**src/rtl/time_set_controller.sv**
```systemverilog
// -----------------------------------------------------------------------------
// time_set_controller
//
// Time-entry front end for the alarm-clock system counter. On a mode press it
// captures the counter's BCD time as binary hours/minutes. The user then edits
// the hours, then the minutes, with the up/down buttons. A final mode press
// commits the edited time by holding `load` long enough for the slow counter
// clock to sample it. An edit left idle too long is abandoned without a load.
//
// Ports
//   clk            system clock
//   reset          synchronous, active-low reset
//   btn_mode       debounced single-cycle pulse, advances the edit sequence
//   btn_up         debounced single-cycle pulse, increments the selected field
//   btn_down       debounced single-cycle pulse, decrements the selected field
//   cur_min_units  BCD minute units read back from the counter
//   cur_min_tens   BCD minute tens read back from the counter
//   cur_hour_units BCD hour units read back from the counter
//   cur_hour_tens  BCD hour tens read back from the counter
//   time_minutes   binary minutes 0..59 to the counter load input
//   time_hours     binary hours 0..23 to the counter load input
//   load           counter parallel-load request
//   enable         counter run enable
//   edit_field     0 = none, 1 = hours, 2 = minutes, 3 = committing
//   blink          display blink gate for the selected field
//
// States
//   state       | meaning
//   ------------+-----------------------------------------------------------
//   ST_RUN      | counter running, buttons other than mode ignored
//   ST_SET_HOUR | counter stopped, up/down step the hours field
//   ST_SET_MIN  | counter stopped, up/down step the minutes field
//   ST_COMMIT   | load held high for LOAD_HOLD_CYCLES, all buttons ignored
// -----------------------------------------------------------------------------
module time_set_controller #(
  parameter int BLINK_CYCLES     = 25000000,
  parameter int TIMEOUT_CYCLES   = 1000000000,
  parameter int LOAD_HOLD_CYCLES = 100000000
) (
  input  logic       clk,
  input  logic       reset,
  input  logic       btn_mode,
  input  logic       btn_up,
  input  logic       btn_down,
  input  logic [3:0] cur_min_units,
  input  logic [2:0] cur_min_tens,
  input  logic [3:0] cur_hour_units,
  input  logic [2:0] cur_hour_tens,
  output logic [5:0] time_minutes,
  output logic [4:0] time_hours,
  output logic       load,
  output logic       enable,
  output logic [1:0] edit_field,
  output logic       blink
);

  localparam int BLINK_W   = (BLINK_CYCLES > 1)     ? $clog2(BLINK_CYCLES)     : 1;
  localparam int TIMEOUT_W = (TIMEOUT_CYCLES > 1)   ? $clog2(TIMEOUT_CYCLES)   : 1;
  localparam int HOLD_W    = (LOAD_HOLD_CYCLES > 1) ? $clog2(LOAD_HOLD_CYCLES) : 1;

  // All timers are down-counters reloaded with (period - 1); reaching zero
  // marks the last cycle of the period.
  localparam logic [BLINK_W-1:0]   BLINK_RELOAD   = BLINK_W'(BLINK_CYCLES - 1);
  localparam logic [TIMEOUT_W-1:0] TIMEOUT_RELOAD = TIMEOUT_W'(TIMEOUT_CYCLES - 1);
  localparam logic [HOLD_W-1:0]    HOLD_RELOAD    = HOLD_W'(LOAD_HOLD_CYCLES - 1);

  typedef enum logic [1:0] {
    ST_RUN      = 2'd0,
    ST_SET_HOUR = 2'd1,
    ST_SET_MIN  = 2'd2,
    ST_COMMIT   = 2'd3
  } state_t;

  state_t state_q, state_d;

  logic [4:0]           hours_q, hours_d;
  logic [5:0]           minutes_q, minutes_d;
  logic                 load_q, load_d;
  logic                 enable_q, enable_d;
  logic [1:0]           edit_field_q, edit_field_d;
  logic                 blink_q, blink_d;
  logic [BLINK_W-1:0]   blink_cnt_q, blink_cnt_d;
  logic [TIMEOUT_W-1:0] idle_cnt_q, idle_cnt_d;
  logic [HOLD_W-1:0]    hold_cnt_q, hold_cnt_d;

  // ---------------------------------------------------------------------------
  // Capture: BCD read-back to binary. Any illegal digit or out-of-range value
  // zeroes only the offending field.
  // ---------------------------------------------------------------------------
  logic [6:0] hour_bin, min_bin;
  logic       hour_ok, min_ok;
  logic [4:0] cap_hours;
  logic [5:0] cap_minutes;

  assign hour_bin    = 7'(cur_hour_tens) * 7'd10 + 7'(cur_hour_units);
  assign min_bin     = 7'(cur_min_tens)  * 7'd10 + 7'(cur_min_units);
  assign hour_ok     = (cur_hour_units <= 4'd9) && (hour_bin <= 7'd23);
  assign min_ok      = (cur_min_units  <= 4'd9) && (min_bin  <= 7'd59);
  assign cap_hours   = hour_ok ? hour_bin[4:0] : 5'd0;
  assign cap_minutes = min_ok  ? min_bin[5:0]  : 6'd0;

  // ---------------------------------------------------------------------------
  // Button decode. Mode wins over up/down; up and down together cancel.
  // ---------------------------------------------------------------------------
  logic any_btn, step_up, step_dn;
  logic idle_done, hold_done;

  assign any_btn   = btn_mode | btn_up | btn_down;
  assign step_up   = btn_up   & ~btn_down & ~btn_mode;
  assign step_dn   = btn_down & ~btn_up   & ~btn_mode;
  assign idle_done = (idle_cnt_q == '0);
  assign hold_done = (hold_cnt_q == '0);

  // ---------------------------------------------------------------------------
  // State register and registered outputs
  // ---------------------------------------------------------------------------
  always_ff @(posedge clk) begin
    if (!reset) begin
      state_q      <= ST_RUN;
      hours_q      <= '0;
      minutes_q    <= '0;
      load_q       <= 1'b0;
      enable_q     <= 1'b1;
      edit_field_q <= 2'd0;
      blink_q      <= 1'b0;
      blink_cnt_q  <= '0;
      idle_cnt_q   <= '0;
      hold_cnt_q   <= '0;
    end else begin
      state_q      <= state_d;
      hours_q      <= hours_d;
      minutes_q    <= minutes_d;
      load_q       <= load_d;
      enable_q     <= enable_d;
      edit_field_q <= edit_field_d;
      blink_q      <= blink_d;
      blink_cnt_q  <= blink_cnt_d;
      idle_cnt_q   <= idle_cnt_d;
      hold_cnt_q   <= hold_cnt_d;
    end
  end

  // ---------------------------------------------------------------------------
  // Next-state logic
  // ---------------------------------------------------------------------------
  always_comb begin
    state_d = state_q;
    case (state_q)
      ST_RUN: begin
        if (btn_mode) state_d = ST_SET_HOUR;
      end
      ST_SET_HOUR: begin
        if (btn_mode)                  state_d = ST_SET_MIN;
        else if (!any_btn && idle_done) state_d = ST_RUN;
      end
      ST_SET_MIN: begin
        if (btn_mode)                  state_d = ST_COMMIT;
        else if (!any_btn && idle_done) state_d = ST_RUN;
      end
      ST_COMMIT: begin
        if (hold_done) state_d = ST_RUN;
      end
      default: state_d = ST_RUN;
    endcase
  end

  // ---------------------------------------------------------------------------
  // Output / datapath next values. Outputs are decoded from the next state so
  // that they change on the same edge as the state register.
  // ---------------------------------------------------------------------------
  logic edit_next, entering_edit, entering_commit;

  assign edit_next       = (state_d == ST_SET_HOUR) || (state_d == ST_SET_MIN);
  assign entering_edit   = edit_next && (state_d != state_q);
  assign entering_commit = (state_d == ST_COMMIT) && (state_q != ST_COMMIT);

  always_comb begin
    hours_d      = hours_q;
    minutes_d    = minutes_q;
    load_d       = 1'b0;
    enable_d     = 1'b0;
    edit_field_d = 2'd0;
    blink_d      = 1'b0;
    blink_cnt_d  = '0;
    idle_cnt_d   = TIMEOUT_RELOAD;
    hold_cnt_d   = '0;

    // Field updates; fields are frozen in COMMIT and after a timeout.
    case (state_q)
      ST_RUN: begin
        if (btn_mode) begin
          hours_d   = cap_hours;
          minutes_d = cap_minutes;
        end
      end
      ST_SET_HOUR: begin
        if (step_up)      hours_d = (hours_q == 5'd23) ? 5'd0  : hours_q + 5'd1;
        else if (step_dn) hours_d = (hours_q == 5'd0)  ? 5'd23 : hours_q - 5'd1;
      end
      ST_SET_MIN: begin
        if (step_up)      minutes_d = (minutes_q == 6'd59) ? 6'd0  : minutes_q + 6'd1;
        else if (step_dn) minutes_d = (minutes_q == 6'd0)  ? 6'd59 : minutes_q - 6'd1;
      end
      default: ;
    endcase

    // Blink restarts high on every entry into an edit field.
    if (entering_edit) begin
      blink_d     = 1'b1;
      blink_cnt_d = BLINK_RELOAD;
    end else if (edit_next) begin
      if (blink_cnt_q == '0) begin
        blink_d     = ~blink_q;
        blink_cnt_d = BLINK_RELOAD;
      end else begin
        blink_d     = blink_q;
        blink_cnt_d = blink_cnt_q - 1'b1;
      end
    end

    // Idle timer counts only while staying in an edit state with no press;
    // a staying-without-press cycle implies the counter is still nonzero.
    if (edit_next && !entering_edit && !any_btn) begin
      idle_cnt_d = idle_cnt_q - 1'b1;
    end

    if (entering_commit) begin
      hold_cnt_d = HOLD_RELOAD;
    end else if (state_d == ST_COMMIT) begin
      hold_cnt_d = hold_cnt_q - 1'b1;
    end

    case (state_d)
      ST_RUN: begin
        enable_d     = 1'b1;
        edit_field_d = 2'd0;
      end
      ST_SET_HOUR: edit_field_d = 2'd1;
      ST_SET_MIN:  edit_field_d = 2'd2;
      ST_COMMIT: begin
        load_d       = 1'b1;
        edit_field_d = 2'd3;
      end
      default: ;
    endcase
  end

  assign time_hours   = hours_q;
  assign time_minutes = minutes_q;
  assign load         = load_q;
  assign enable       = enable_q;
  assign edit_field   = edit_field_q;
  assign blink        = blink_q;

endmodule

```
**config.mk**
```make
export PLATFORM = sky130hd
export DESIGN_NAME = time_set_controller
export DESIGN_NICKNAME = d
export VERILOG_FILES = /design/src/rtl/time_set_controller.sv
export SDC_FILE = /design/constraint.sdc
export NUM_CORES = 1
export LEC_CHECK = 0
export ABC_AREA = 1
export CAP_MARGIN = 20
export CELL_PAD_IN_SITES_DETAIL_PLACEMENT = 1
export CELL_PAD_IN_SITES_GLOBAL_PLACEMENT = 1
export CORE_ASPECT_RATIO = 0.8
export CORE_MARGIN = 2
export CORE_UTILIZATION = 43
export CTS_CLUSTER_SIZE = 24
export DETAILED_ROUTE_END_ITERATION = 8
export DONT_BUFFER_PORTS = 1
export PLACE_DENSITY_LB_ADDON = 0.25
export SETUP_SLACK_MARGIN = 0.4
export SLEW_MARGIN = 10
export SYNTH_ARGS = -nofsm -noshare
export SYNTH_HDL_FRONTEND = slang
export SYNTH_SLANG_ARGS = --single-unit
```
**constraint.sdc**
```tcl
create_clock -name clk -period 3.21 [get_ports clk]
set_clock_uncertainty 0.1 [all_clocks]
set_input_delay 0 -clock clk [delete_from_list [all_inputs] [get_ports clk]]
set_output_delay 0 -clock clk [all_outputs]
set_load 0.005 [all_outputs]
```
[Word level (Yosys, flattened, before mapping)]
Index checks and enable logic that the tools add are counted.
Word-level totals
  flip-flop bits (word level): 100
  bits of input ports: 19
  output and inout bits: 16
  word-level logic and storage cells: 111
Cells by class
  add/sub/neg operators: 9
  multiply operators: 2
  order comparisons: 4
  equality and inequality tests: 14
  multiplexer cells: 32
  bitwise logic cells: 13
  reduce and logical (&&, ||, !) cells: 24
Operators with widths (number)
  25-bit two-way mux: 3
  27-bit two-way mux: 2
  6-bit two-way mux: 6
  30-bit logical NOT: 1
  30-bit two-way mux: 1
  5-bit two-way mux: 6
  30-bit by 1-bit subtractor with 30-bit output (second input constant): 1
  27-bit logical NOT: 1
  27-bit by 1-bit subtractor with 27-bit output (second input constant): 1
  25-bit logical NOT: 1
  25-bit by 1-bit subtractor with 25-bit output (second input constant): 1
  2-bit one-hot mux with 4 select lines: 2
  7-bit by 4-bit adder with 7-bit output: 2
  3-bit by 3-bit multiplier with 6-bit output (second input constant): 2
  6-bit one-hot mux with 2 select lines: 1
  2-bit two-way mux: 5
  5-bit one-hot mux with 2 select lines: 1
  2-bit equality test (second input constant): 4
  4-bit less-or-equal comparator (second input constant): 2
  7-bit by 5-bit less-or-equal comparator with 1-bit output (second input constant): 1
  7-bit by 6-bit less-or-equal comparator with 1-bit output (second input constant): 1
  1-bit logical AND: 7
  1-bit NOT: 7
  6-bit by 1-bit adder with 6-bit output (second input constant): 1
  other kinds (23): 38

[Longest topological paths before layout]
  depth in word-level cells: 14
  depth in mapped cells: 15
  mapped depth without buffers: 14

[Least setup slack after synthesis]
Ideal clock, no wire load.
  kind: register -> register
  start point: register hold_cnt_q[0]
  end point: register idle_cnt_q[14]
  library setup time: 110 ps
  arrival: 2201 ps
  required time: 3000 ps
  setup slack: 799 ps
  stages on the path, launching flop included: 15
  buffers on the path: 1
  period minus slack after synthesis: 2411 ps
  cells stage by stage: dfxtp_1 -> inv_1 -> ha_1 -> nand3_1 -> nor2_2 -> nand4_2 -> nand2_2 -> nand3_2 -> nand2_1 -> ha_1 -> nor2_1 -> clkbuf_1 -> nand4_1 -> nand2_1 -> inv_1
On the way
  cells in the longest elaborated chain, start to end: 10
  elaborated cells on any way between the ends: 12
  classes of those cells: 3 x eq/ne; 3 x mux; 6 x reduce/logical
Ends and longest elaborated chain
  start: declaration: RTL line 84  | logic [HOLD_W-1:0] hold_cnt_q, hold_cnt_d;
  start signal: assignment: RTL line 139  | hold_cnt_q <= hold_cnt_d;
  27-bit logical NOT (*): RTL line 112  | assign hold_done = (hold_cnt_q == '0);
  2-bit two-way mux (*): RTL line 161  | if (hold_done) state_d = ST_RUN;
  2-bit one-hot mux with 4 select lines (*): RTL line 148  | case (state_q)
  2-bit by 1-bit equality test with 1-bit output or 2-bit equality test (tied branches): RTL line 173  | assign edit_next = (state_d == ST_SET_HOUR) || (state_d == ST_SET_MIN);
  1-bit logical OR: RTL line 173
  1-bit logical AND: RTL line 174  | assign entering_edit = edit_next && (state_d != state_q);
  1-bit logical NOT: RTL line 223  | if (edit_next && !entering_edit && !any_btn) begin
  1-bit logical AND (*) (2 in series): RTL line 223
  30-bit two-way mux (*): RTL line 223
  end signal: assignment: RTL line 138  | idle_cnt_q <= idle_cnt_d;
  end: declaration: RTL line 83  | logic [TIMEOUT_W-1:0] idle_cnt_q, idle_cnt_d;
Mark *: on every way between the ends. The rest lies on a longest branch, timed or not.
A chain may end at the register's enable or synchronous reset.

[Worst setup path in the final report]
  start point: input port cur_min_tens[1]
  end point: register minutes_q[2], in the netlist time_minutes[2]
On the way
  cells in the longest elaborated chain, start to end: 7
Ends and longest elaborated chain
  start: declaration: RTL line 46  | input logic [2:0] cur_min_tens,
  3-bit by 3-bit multiplier with 6-bit output (*): RTL line 96  | assign min_bin = 7'(cur_min_tens) * 7'd10 + 7'(cur_min_units);
  7-bit by 4-bit adder with 7-bit output (*): RTL line 96
  7-bit by 6-bit less-or-equal comparator with 1-bit output: RTL line 98  | assign min_ok = (cur_min_units <= 4'd9) && (min_bin <= 7'd59);
  1-bit logical AND: RTL line 98
  6-bit two-way mux (*): RTL line 100  | assign cap_minutes = min_ok ? min_bin[5:0] : 6'd0;
  6-bit two-way mux (*): RTL line 191  | if (btn_mode) begin
  6-bit one-hot mux with 2 select lines (*): RTL line 189  | case (state_q)
  end signal: assignment: RTL line 132  | minutes_q <= minutes_d;
  end: declaration: RTL line 77  | logic [5:0] minutes_q, minutes_d;
Mark *: on every way between the ends. The rest lies on a longest branch, timed or not. The select of a mux whose other input is x is not followed.

==> results.cfg <==
[clock_network]
clkSinkCount = 99
clock_latency_ns = 0.36
h-tree-depth = 3
cts_root_buffer = clkbuf_16
postCtsSetupBuffers = 0
numCtsBuffers = 9
cts_buffer_depth = 2
cts_tree = yes
clk_pin_slew_ns = 0.07

[floorplan]
die_y_um = 111
rows = 39
initial_utilization_pct = 43.7
fp.dieW_um = 138
core_area_um2 = 14200
die_area_um2 = 15400
pin_count = 35

[worst_setup_path]
rr_worst_depth = 14
r2r_setup_slack_ns = 0.64
crit_type = in2reg
crit_buf_inv = 5
crit_path_frequent_cell = dlygate4sd3_1
worstSetupStartpointType = input port
worstPathArrival_ns = 2.83
crit_family = buffers and inverters
worstPathCellList = dlygate4sd3_1 > inv_1 > fa_1 > dlygate4sd3_1 > inv_1 > nand3_1 > nand3_1 > nor2_2 > nand2_1 > dlygate4sd3_1 > a21oi_1
crit_slowest_cell = dlygate4sd3_1
crit_path_max_fanout = 3
worst_ep_required_time_ns = 3.41
max_stage_delay_ns = 0.57
worstReg2RegEnd = idle_cnt_q[7]
crit_path_end_kind = register
r2r_start = hold_cnt_q[0]

[timing]
timing.fmax_mhz = 379
timing.setup.tns_ns = 0
rsz0062_at_grt = no
setup_violations = 0
tightestPinTransition_ns = 0.697
post-route-min-period_ns = 2.64
slew_violations = 0
whs_ns = 0.0219
fin_crit_sh_pct = 82.2
hold_viol = 0
relSlewSlack_pct = 53.1

[detailed_routing]
drtAntennaViolNets = 0
wl_per_cell_um = 14.2
drt-total-wl_um = 15700
drt_iter0_markers = 243
num_vias = 5634
vias_per_cell = 5.08
route.detailed.drc = 0
drtPass1Iterations = 4

[min_path]
hold_class = in2reg
hold_depth = 5
whs_endpoint = time_hours[4]
worstHoldStart = cur_hour_units[3]

[pwr]
ir_drop_mv = 0.358
p_leak_nw = 3.37
p_per_area_nw_per_um2 = 615

[final_layout]
area_growth_pct = 11.5
drive_gt1_share_pct = 7.36
multi_input_area_um2 = 3570
mostFrequentLayoutCells = 159 x nand2_1, 142 x inv_1, 137 x nor2_1, 98 x dfxtp_1, 45 x xor2_1
nets = 964
final_util_pct = 48.7
seqCellArea_um2 = 1980
n_antenna_cell = 0
n_fill_cell = 1875
final_common_cell = nand2_1

[global_routing]
grt_max_degree = 36
grt_pass1_vias = 5662
grt_pass1_wl_um = 27100
antenna_found_initial = 0
track_usage_pct = 21.1
globalRouteOverflowTotal = 0

[run]
timing.max_cap.violations = 0

[run_status]
status = finished clean

[logic_synthesis]
yosys.area.top_type = dfxtp_1
syn_area_um2 = 6180
synth_nets = 949
syn_inst = 904
yosysTopAreaCellShare_pct = 32.1
ys_ff_latch = 99
yosysWarnings = 0
netlist_top_cells_area = dfxtp_1 32%, nand2_1 9.7%, inv_1 8.6%
synth_seq_area_share_pct = 32.1
synth_cell_types = 45
syn-mean-instance-area_um2 = 6.84

[place]
numPortBuffers = 0
place_congestion = 0.808
dp_hpwl_um = 11500
## state kept, by name, indices dropped and copies added, names as in the netlist
signal,flops
blink_cnt_q,25
enable,1
idle_cnt_q,30
time_minutes,6
load,1
blink,1
state_q,1
edit_field,2
hold_cnt_q,27
time_hours,5
## Yosys cell counts (all sizes together)
library cell,instances
nand2,166
nor2,161
inv,145
dfxtp,99
o21ai,57
xor2,45
nand3,43
nand4,38
a21oi,37
ha,24
xnor2,24
nor3,12
clkbuf,10
or2,10
buf,9
a31oi,6
nand3b,4
nor4,4
fa,2
a211oi,1
and3,1
clkinv,1
nor3b,1
o21bai,1
o22ai,1
o31a,1
o31ai,1
## repair_timing
| item | CTS | global route |
|---|---|---|
| resized for setup | 0 | 7 |
| endpoints found under the hold margin | 51 | 0 |
| pin swaps | 0 | 1 |
| hold buffers | 19 | 0 |
| endpoints found under the setup margin | 6 | 34 |
## per-layer routing
layer | track usage [%] | share of wire, % | wire (um)
met1 | 28.6 | 51 | 8030
met2 | 34.2 | 45 | 7140
met3 | 5.53 | 3.1 | 493
met4 | 3.95 | 0.41 | 65
met5 | 0 | 0 | 0
## logic make-up (layout without fill, tap and decap cells)
group | after synthesis | after routing | synth area share (%)
adder cells (fa/ha/maj) | 26 | 26 | 5.51
flip-flops | 99 | 99 | 32.1
AO/OA/AOI/OAI | 105 | 105 | 8.83
XOR/XNOR | 69 | 69 | 9.78
AND/OR/NAND/NOR | 440 | 440 | 33.2
buffers and inverters | 165 | 185 | 10.6
## tightest hold or removal path, delay by kind of cell
kind               cells  cell delay (ns)
AOI/OAI and AO/OA      2             0.13
and+or+nand+nor        3             0.30
## where the power goes
part / switching, mW / total [mW] / internal (mW)
combinational: 0.930 / 1.48 / 0.550
clock: 0.521 / 1.22 / 0.699
sequential: 0.165 / 1.54 / 1.37
## how the worst max path moves through the flow
stage / startpoint / endpoint / cells past startpoint
floorplan: hold_cnt_q[0] / idle_cnt_q[14] / 14
global placement: state_q[1] / idle_cnt_q[12] / 9
detailed placement: edit_field[0] / idle_cnt_q[9] / 9
CTS: edit_field[0] / idle_cnt_q[9] / 9
global route: idle_cnt_q[0] / idle_cnt_q[7] / 15
finish: cur_min_tens[1] / time_minutes[2] / 11
## stage by stage
stage / total power, mW / instance area [um2] / setup WS (ns) / cells
2_1_floorplan: 2.68 / 6180 / 0.799 / 904
3_3_place_gp: 2.95 / 6340 / 0.520 / 1073
3_5_place_dp: 2.99 / 6340 / 0.396 / 1073
4_1_cts: 4.28 / 6870 / 0.377 / 1108
5_1_grt: 4.55 / 6890 / 0.409 / 1108
6_report: 4.24 / 6890 / 0.571 / 1108
## layout make-up
type	instances	share of cell area (%)
well taps	184	3.34
clock buffers	9	3.27
repair buffers	23	3.34
flip-flops and latches	99	28.8
multi-input cells	640	51.7
clock inverters	7	1.54
inverters	146	7.99
Power figures use the tool's default switching activity.
